==> src/rtl/num_syst_pkg.sv <==
// Shared types and constants for the number-systems board design:
// decimal entry FSM encoding, BCD limit and seven-segment glyphs.
package num_syst_pkg;

    typedef enum logic [1:0] {
        EMPTY = 2'd0,
        ENTRY = 2'd1,
        FULL  = 2'd2,
        OVF   = 2'd3
    } entry_state_t;

    localparam logic [3:0] BCD_MAX = 4'd9;

    // Active-low segment patterns {g,f,e,d,c,b,a}, shared with the display decoder.
    localparam logic [6:0] SEG_0 = 7'b100_0000;
    localparam logic [6:0] SEG_1 = 7'b111_1001;
    localparam logic [6:0] SEG_2 = 7'b010_0100;
    localparam logic [6:0] SEG_3 = 7'b011_0000;
    localparam logic [6:0] SEG_4 = 7'b001_1001;
    localparam logic [6:0] SEG_5 = 7'b001_0010;
    localparam logic [6:0] SEG_6 = 7'b000_0010;
    localparam logic [6:0] SEG_7 = 7'b111_1000;
    localparam logic [6:0] SEG_8 = 7'b000_0000;
    localparam logic [6:0] SEG_9 = 7'b001_0000;
    localparam logic [6:0] SEG_A = 7'b000_1000;
    localparam logic [6:0] SEG_B = 7'b000_0011;
    localparam logic [6:0] SEG_C = 7'b100_0110;
    localparam logic [6:0] SEG_D = 7'b010_0001;
    localparam logic [6:0] SEG_E = 7'b000_0110;
    localparam logic [6:0] SEG_F = 7'b000_1110;
    localparam logic [6:0] SEG_OFF = 7'b111_1111;

endpackage

==> src/rtl/key_debounce.sv <==
// Raw active-low push button -> synchronizer -> debouncer -> one-cycle press
// pulse on a debounced 1->0 transition; releases produce nothing.
module key_debounce #(
    parameter int DEBOUNCE = 50000
) (
    input  logic clk,
    input  logic reset,
    input  logic key_n,
    output logic press
);

    localparam int CW = (DEBOUNCE > 1) ? $clog2(DEBOUNCE) : 1;
    localparam logic [CW-1:0] CNT_LAST = CW'(DEBOUNCE - 1);

    logic          sync_a;
    logic          sync_b;
    logic          stable;
    logic          stable_d;
    logic [CW-1:0] cnt;

    // Everything resets to "released" so a reset never fabricates a press.
    always_ff @(posedge clk or posedge reset) begin
        if (reset) begin
            sync_a   <= 1'b1;
            sync_b   <= 1'b1;
            stable   <= 1'b1;
            stable_d <= 1'b1;
            cnt      <= '0;
            press    <= 1'b0;
        end else begin
            // NOTE: non-blocking assignments here so every flop samples pre-edge values; the sync chain depends on it.
            sync_a   <= key_n;
            sync_b   <= sync_a;
            stable_d <= stable;
            press    <= stable_d & ~stable;
            if (sync_b == stable) begin
                cnt <= '0;
            end else if (cnt == CNT_LAST) begin
                stable <= sync_b;
                cnt    <= '0;
            end else begin
                cnt <= cnt + 1'b1;
            end
        end
    end

endmodule

==> src/rtl/dec_entry.sv <==
// Decimal number entry: debounced add/clear keys append BCD digits into a
// binary accumulator (value*10 + digit) with full, overflow and bad-digit flags.
module dec_entry
    import num_syst_pkg::*;
#(
    parameter int WIDTH      = 8,
    parameter int MAX_DIGITS = 3,
    parameter int DEBOUNCE   = 50000
) (
    input  logic                              clk,
    input  logic                              reset,
    input  logic                              add_key_n,
    input  logic                              clr_key_n,
    input  logic [3:0]                        digit,
    output logic [WIDTH-1:0]                  value,
    output logic [$clog2(MAX_DIGITS+1)-1:0]   digit_cnt,
    output logic                              full,
    output logic                              overflow,
    output logic                              bad_digit
);

    localparam int CW = $clog2(MAX_DIGITS + 1);
    localparam logic [CW-1:0] MAX_CNT = CW'(MAX_DIGITS);

    localparam logic [1:0] ST_EMPTY = EMPTY;
    localparam logic [1:0] ST_ENTRY = ENTRY;
    localparam logic [1:0] ST_FULL  = FULL;
    localparam logic [1:0] ST_OVF   = OVF;

    logic             add_press;
    logic             clr_press;
    logic [1:0]       state;
    logic [WIDTH+3:0] v_ext;
    logic [WIDTH+3:0] next_val;
    logic             fits;
    logic [CW-1:0]    cnt_inc;
    logic             accepting;

    key_debounce #(.DEBOUNCE(DEBOUNCE)) u_add_key (
        .clk   (clk),
        .reset (reset),
        .key_n (add_key_n),
        .press (add_press)
    );

    key_debounce #(.DEBOUNCE(DEBOUNCE)) u_clr_key (
        .clk   (clk),
        .reset (reset),
        .key_n (clr_key_n),
        .press (clr_press)
    );

    // x10 as shift-and-add, four guard bits so the overflow test sees the carry.
    always_comb begin
        v_ext     = {4'b0000, value};
        next_val  = (v_ext << 3) + (v_ext << 1) + {{WIDTH{1'b0}}, digit};
        fits      = (next_val[WIDTH+3:WIDTH] == 4'd0);
        cnt_inc   = digit_cnt + 1'b1;
        accepting = (state == ST_EMPTY) || (state == ST_ENTRY);
    end

    always_ff @(posedge clk or posedge reset) begin
        if (reset) begin
            state     <= ST_EMPTY;
            value     <= '0;
            digit_cnt <= '0;
            bad_digit <= 1'b0;
        end else if (clr_press) begin
            state     <= ST_EMPTY;
            value     <= '0;
            digit_cnt <= '0;
            bad_digit <= 1'b0;
        end else if (add_press && accepting) begin
            if (digit > BCD_MAX) begin
                bad_digit <= 1'b1;
            end else if (!fits) begin
                state <= ST_OVF;
            end else begin
                value     <= next_val[WIDTH-1:0];
                digit_cnt <= cnt_inc;
                bad_digit <= 1'b0;
                state     <= (cnt_inc == MAX_CNT) ? ST_FULL : ST_ENTRY;
            end
        end
    end

    assign full     = (state == ST_FULL);
    assign overflow = (state == ST_OVF);

endmodule
==> config.mk <==
export PLATFORM = sky130hd
export DESIGN_NAME = dec_entry
export DESIGN_NICKNAME = d
export VERILOG_FILES = /design/src/rtl/num_syst_pkg.sv /design/src/rtl/key_debounce.sv /design/src/rtl/dec_entry.sv
export SDC_FILE = /design/constraint.sdc
export NUM_CORES = 1
export LEC_CHECK = 0
export CORE_ASPECT_RATIO = 1.25
export CORE_MARGIN = 3
export CORE_UTILIZATION = 53
export DETAILED_ROUTE_END_ITERATION = 8
export GPL_TIMING_DRIVEN = 0
export PLACE_DENSITY = 0.88
export SYNTH_ARGS = -nofsm -noshare
export SYNTH_HDL_FRONTEND = slang
export SYNTH_SLANG_ARGS = --single-unit
==> constraint.sdc <==
create_clock -name clk -period 2.87 [get_ports clk]
set_clock_uncertainty 0.05 [all_clocks]
set_input_delay 0.7175 -clock clk [delete_from_list [all_inputs] [get_ports clk]]
set_output_delay 0.7175 -clock clk [all_outputs]
set_load 0.005 [all_outputs]
==> flow_summary.json <==
{
  "run_status": "complete, but fails checks",
  "violations": "negative setup slack",
  "drt_pass1_iterations": 4,
  "post-route-period-util_pct": 105,
  "drc_errors": 0,
  "ys_async_sr_fraction_pct": 100,
  "worst_path_largest_cell_delay_ns": 0.48,
  "edff_count_synth": 0,
  "gr-total-overflow": 0,
  "irDropWorstVdd_uv": 397,
  "power.share.combinational_pct": 4.6,
  "cp_data_arrival_time_ns": 3.19,
  "seq_power_share_pct": 58.6,
  "post_drt_via_cell_ratio": 5.71,
  "clock-root-buffer": "sky130_fd_sc_hd__clkbuf_8",
  "cts.hold.buffers_added": 0,
  "leakagePower_nw": 1.64,
  "slew_headroom_pct": 63.4,
  "critPathCaptureType": "flip-flop",
  "finalWeightedCongestion": 0.915,
  "synth_top_family_by_area": "simple AND/OR/NAND/NOR gates",
  "die_height_um": 90.0,
  "hold_slack_ns": 0.309,
  "clk_path_buf_depth": 2,
  "timing_worst_slew_pin_value_ns": 0.549,
  "p_per_area_nw_per_um2": 373,
  "clock-sinks": 55,
  "timing.final.crit_period_ns": 3.00,
  "timing_worst_setup_path_type": "input port to flip-flop",
  "postSynthCellCount": 301,
  "setup.worst_path.start_class": "input port",
  "hold_viol_final": 0,
  "grt_pass1_wl_mm": 10.2,
  "synth_xor_area_share_pct": 9.65,
  "cp_slowest_cell": "sky130_fd_sc_hd__fa_1",
  "cap_violations": 0,
  "flow.area_growth_from_synthesis_pct": 20.9,
  "initial_core_util_pct": 56.9,
  "cts_made_buffers": 5,
  "gr-usage-all-layers_pct": 19.2,
  "synth_cell_types": 47,
  "antenna_found_initial": 0,
  "first_global_vias": 2319,
  "die_area_um2": 6590,
  "synth_ff_type": "sky130_fd_sc_hd__dfrtp_1",
  "detailedPlacementHpwl_mm": 4.11,
  "synth-adder-area-share_pct": 8.86,
  "floorplan.rows": 29,
  "cts.clk_slew.worst_paths_ns": 0.09,
  "power_switching_share_pct": 20.6,
  "antenna-diode-count": 0,
  "net-switching-power_w": 0.000278,
  "yosys_warnings": 0,
  "timing.critical_path.fanout_max": 5,
  "yosys-mux-area-fraction_pct": 1.46,
  "critPathRequiredTime_ns": 3.05,
  "path_buf_inv": 6,
  "floorplan.io_pins": 21,
  "internal_power_w": 0.00107,
  "wirelength_per_cell_um": 14.9,
  "yosys_register_bits": 55,
  "cts_tree": "done",
  "finalSetupViolCount": 11,
  "die_w_um": 73.2,
  "mappedNetlistNets": 329,
  "rsz_0062_raised_after_global_routing": "true",
  "worst_slack_ns": -0.131,
  "placement.cell_area_um2": 3310,
  "design_area_um2": 3620,
  "nets": 369,
  "netlist_area_um2": 2990,
  "cpMostUsedCell": "sky130_fd_sc_hd__buf_4",
  "holdCritPathClass": "flip-flop to flip-flop",
  "synthSimpleGateAreaFrac_pct": 20.5,
  "cts-htree-levels": 2,
  "finalCoreUtilization_pct": 68.8,
  "core-area_um2": 5260,
  "syn_area_per_cell_um2": 9.95,
  "io_buffer_count": 20,
  "route.antenna.remaining_nets": 0,
  "crit_chain": "buf_8, inv_8, fa_1, inv_2, buf_4, buf_4, ha_1, a21o_1, nand4_1, a211o_1, nand3_2, buf_6, or3_1, a21oi_2",
  "synth_seq_area_share_pct": 46.3,
  "synth-compound-area-share_pct": 9.49,
  "critical_path.top_delay_family": "adder cells",
  "timing.fmax_mhz": 333,
  "totalWireLength_mm": 6.02,
  "drive_above_1_share_pct": 19.6,
  "dr.first_iter.drc_count": 120,
  "via_count": 2308,
  "timing_max_transition_violations_final": 0,
  "clk_latency_ns": 0.30,
  "clockPowerShare_pct": 36.7,
  "grt_max_degree": 45,
  "total_design_power_w": 0.00135
}
## Yosys cell counts (2+ instances only)
| cell type | instances | share of area [%] |
|---|---|---|
| sky130_fd_sc_hd__a211oi_1 | 4 | 1.0 |
| sky130_fd_sc_hd__o21ai_0 | 14 | 2.3 |
| sky130_fd_sc_hd__and3_1 | 6 | 1.3 |
| sky130_fd_sc_hd__fa_1 | 2 | 1.3 |
| sky130_fd_sc_hd__nand4_1 | 9 | 1.9 |
| sky130_fd_sc_hd__ha_1 | 18 | 7.5 |
| sky130_fd_sc_hd__nor4_1 | 2 | 0.42 |
| sky130_fd_sc_hd__clkbuf_1 | 3 | 0.38 |
| sky130_fd_sc_hd__nand2_1 | 14 | 1.8 |
| sky130_fd_sc_hd__nand2b_1 | 2 | 0.42 |
| sky130_fd_sc_hd__inv_1 | 18 | 2.3 |
| sky130_fd_sc_hd__a21oi_1 | 13 | 2.2 |
| sky130_fd_sc_hd__a211oi_2 | 2 | 0.84 |
| sky130_fd_sc_hd__nor2_1 | 46 | 5.8 |
| sky130_fd_sc_hd__xnor2_1 | 16 | 4.7 |
| sky130_fd_sc_hd__dfrtp_1 | 47 | 39 |
| sky130_fd_sc_hd__a21o_2 | 2 | 0.59 |
| sky130_fd_sc_hd__mux2_2 | 3 | 1.1 |
| sky130_fd_sc_hd__nand3_1 | 11 | 1.8 |
| sky130_fd_sc_hd__nor3_1 | 5 | 0.84 |
| sky130_fd_sc_hd__buf_2 | 2 | 0.33 |
| sky130_fd_sc_hd__nor2b_1 | 5 | 1.0 |
| sky130_fd_sc_hd__a21o_1 | 2 | 0.50 |
| sky130_fd_sc_hd__xor2_1 | 17 | 5.0 |
| sky130_fd_sc_hd__or3_1 | 9 | 1.9 |
| sky130_fd_sc_hd__dfstp_2 | 8 | 7.0 |
## sequential cells by signal, indices dropped and copies added, names as in the netlist
signal and cells:
u_clr_key.sync_a 1, u_add_key.press 1, u_add_key.stable 1, u_clr_key.stable_d 1
u_add_key.sync_b 1, u_add_key.sync_a 1, u_clr_key.press 1, u_clr_key.cnt 16
state 2, u_add_key.stable_d 1, digit_cnt 2, u_clr_key.sync_b 1
u_add_key.cnt 16, value 8, bad_digit 1, u_clr_key.stable 1
## final timing paths
path / start / endpoint / slack (ns) / cells after the start
setup / recovery: digit[3] / value[1]$_DFFE_PP0P_ / -0.13 / 14
hold / removal: u_clr_key.sync_a$_DFF_PP1_ / u_clr_key.sync_b$_DFF_PP1_ / 0.31 / 0
setup reg to reg: value[0]$_DFFE_PP0P_ / value[1]$_DFFE_PP0P_ / -0.10 / 13
hold reg to reg: u_clr_key.sync_a$_DFF_PP1_ / u_clr_key.sync_b$_DFF_PP1_ / 0.31 / 0
max in group asynchronous: reset / u_clr_key.stable_d$_DFF_PP1_ / 1.59 / 3
min in group asynchronous: reset / value[0]$_DFFE_PP0P_ / 0.61 / 2
## per-stage QoR
step | setup TNS (ns) | std cells | setup WS [ns]
after global placement | -17.65 | 383 | -0.904
after detailed placement | -12.16 | 384 | -0.972
after floorplan | -1.33 | 301 | -0.134
final | -0.841 | 404 | -0.131
after global routing | -2.40 | 404 | -0.254
after CTS | -2.62 | 401 | -0.240
## power groups by stage
stage               Sequential, W  Combinational, W  Clock [W]
floorplan                0.000806         0.0000352          0
global placement         0.000807         0.0000539          0
detailed placement       0.000807         0.0000603          0
CTS                      0.000793         0.0000618   0.000507
global route             0.000795         0.0000723   0.000538
finish                   0.000792         0.0000624   0.000497
## cell type report
class / count / area [µm²]
inverter: 18 / 75.1
sequential: 55 / 1390
timing repair buffer: 32 / 314
clock inverter: 1 / 30.0
buffer: 8 / 55.1
tap: 62 / 77.6
clock buffer: 7 / 76.3
fill: 390 / 1640
multi-input combinational: 221 / 1610
## metal layers
| layer | global-route usage (%) | up-vias | wire length [µm] |
|---|---|---|---|
| li1 | - | 1114 | - |
| met3 | 3.57 | 15 | 179 |
| met2 | 31.6 | 41 | 3080 |
| met4 | 6.92 | 0 | 141 |
| met1 | 24.7 | 1138 | 2620 |
| met5 | 0 | - | 0 |
## kinds of logic after synthesis
family                     Yosys count
AOI/OAI and AO/OA                   44
xor gates and xnor gates            33
adders and majority gates           20
buffers and inverters               26
DFF                                 55
muxes                                4
and+or+nand+nor                    119
## timing repair
action / 4_1_cts / 5_1_grt
setup endpoints to repair: 13 / 13
gates cloned: 2 / 1
resized for setup: 19 / 28
buffers inserted: 7 / 2
pin swaps: 16 / 23
## placed cells by master (no fill, tap or decap), types with 7 or more instances in the layout
cell type | Yosys | final
sky130_fd_sc_hd__nor2_1 | 46 | 46
sky130_fd_sc_hd__a21oi_1 | 13 | 9
sky130_fd_sc_hd__ha_1 | 18 | 15
sky130_fd_sc_hd__inv_1 | 18 | 14
sky130_fd_sc_hd__xor2_1 | 17 | 17
sky130_fd_sc_hd__nand4_1 | 9 | 9
sky130_fd_sc_hd__nand3_1 | 11 | 10
sky130_fd_sc_hd__nand2_1 | 14 | 14
sky130_fd_sc_hd__dfstp_2 | 8 | 8
sky130_fd_sc_hd__dfrtp_1 | 47 | 47
sky130_fd_sc_hd__or3_1 | 9 | 7
sky130_fd_sc_hd__xnor2_1 | 16 | 16
sky130_fd_sc_hd__o21ai_1 | 1 | 7
sky130_fd_sc_hd__buf_4 | 1 | 9
sky130_fd_sc_hd__clkdlybuf4s50_1 | 0 | 17
No activity file was read; power rests on OpenSTA's default activity.
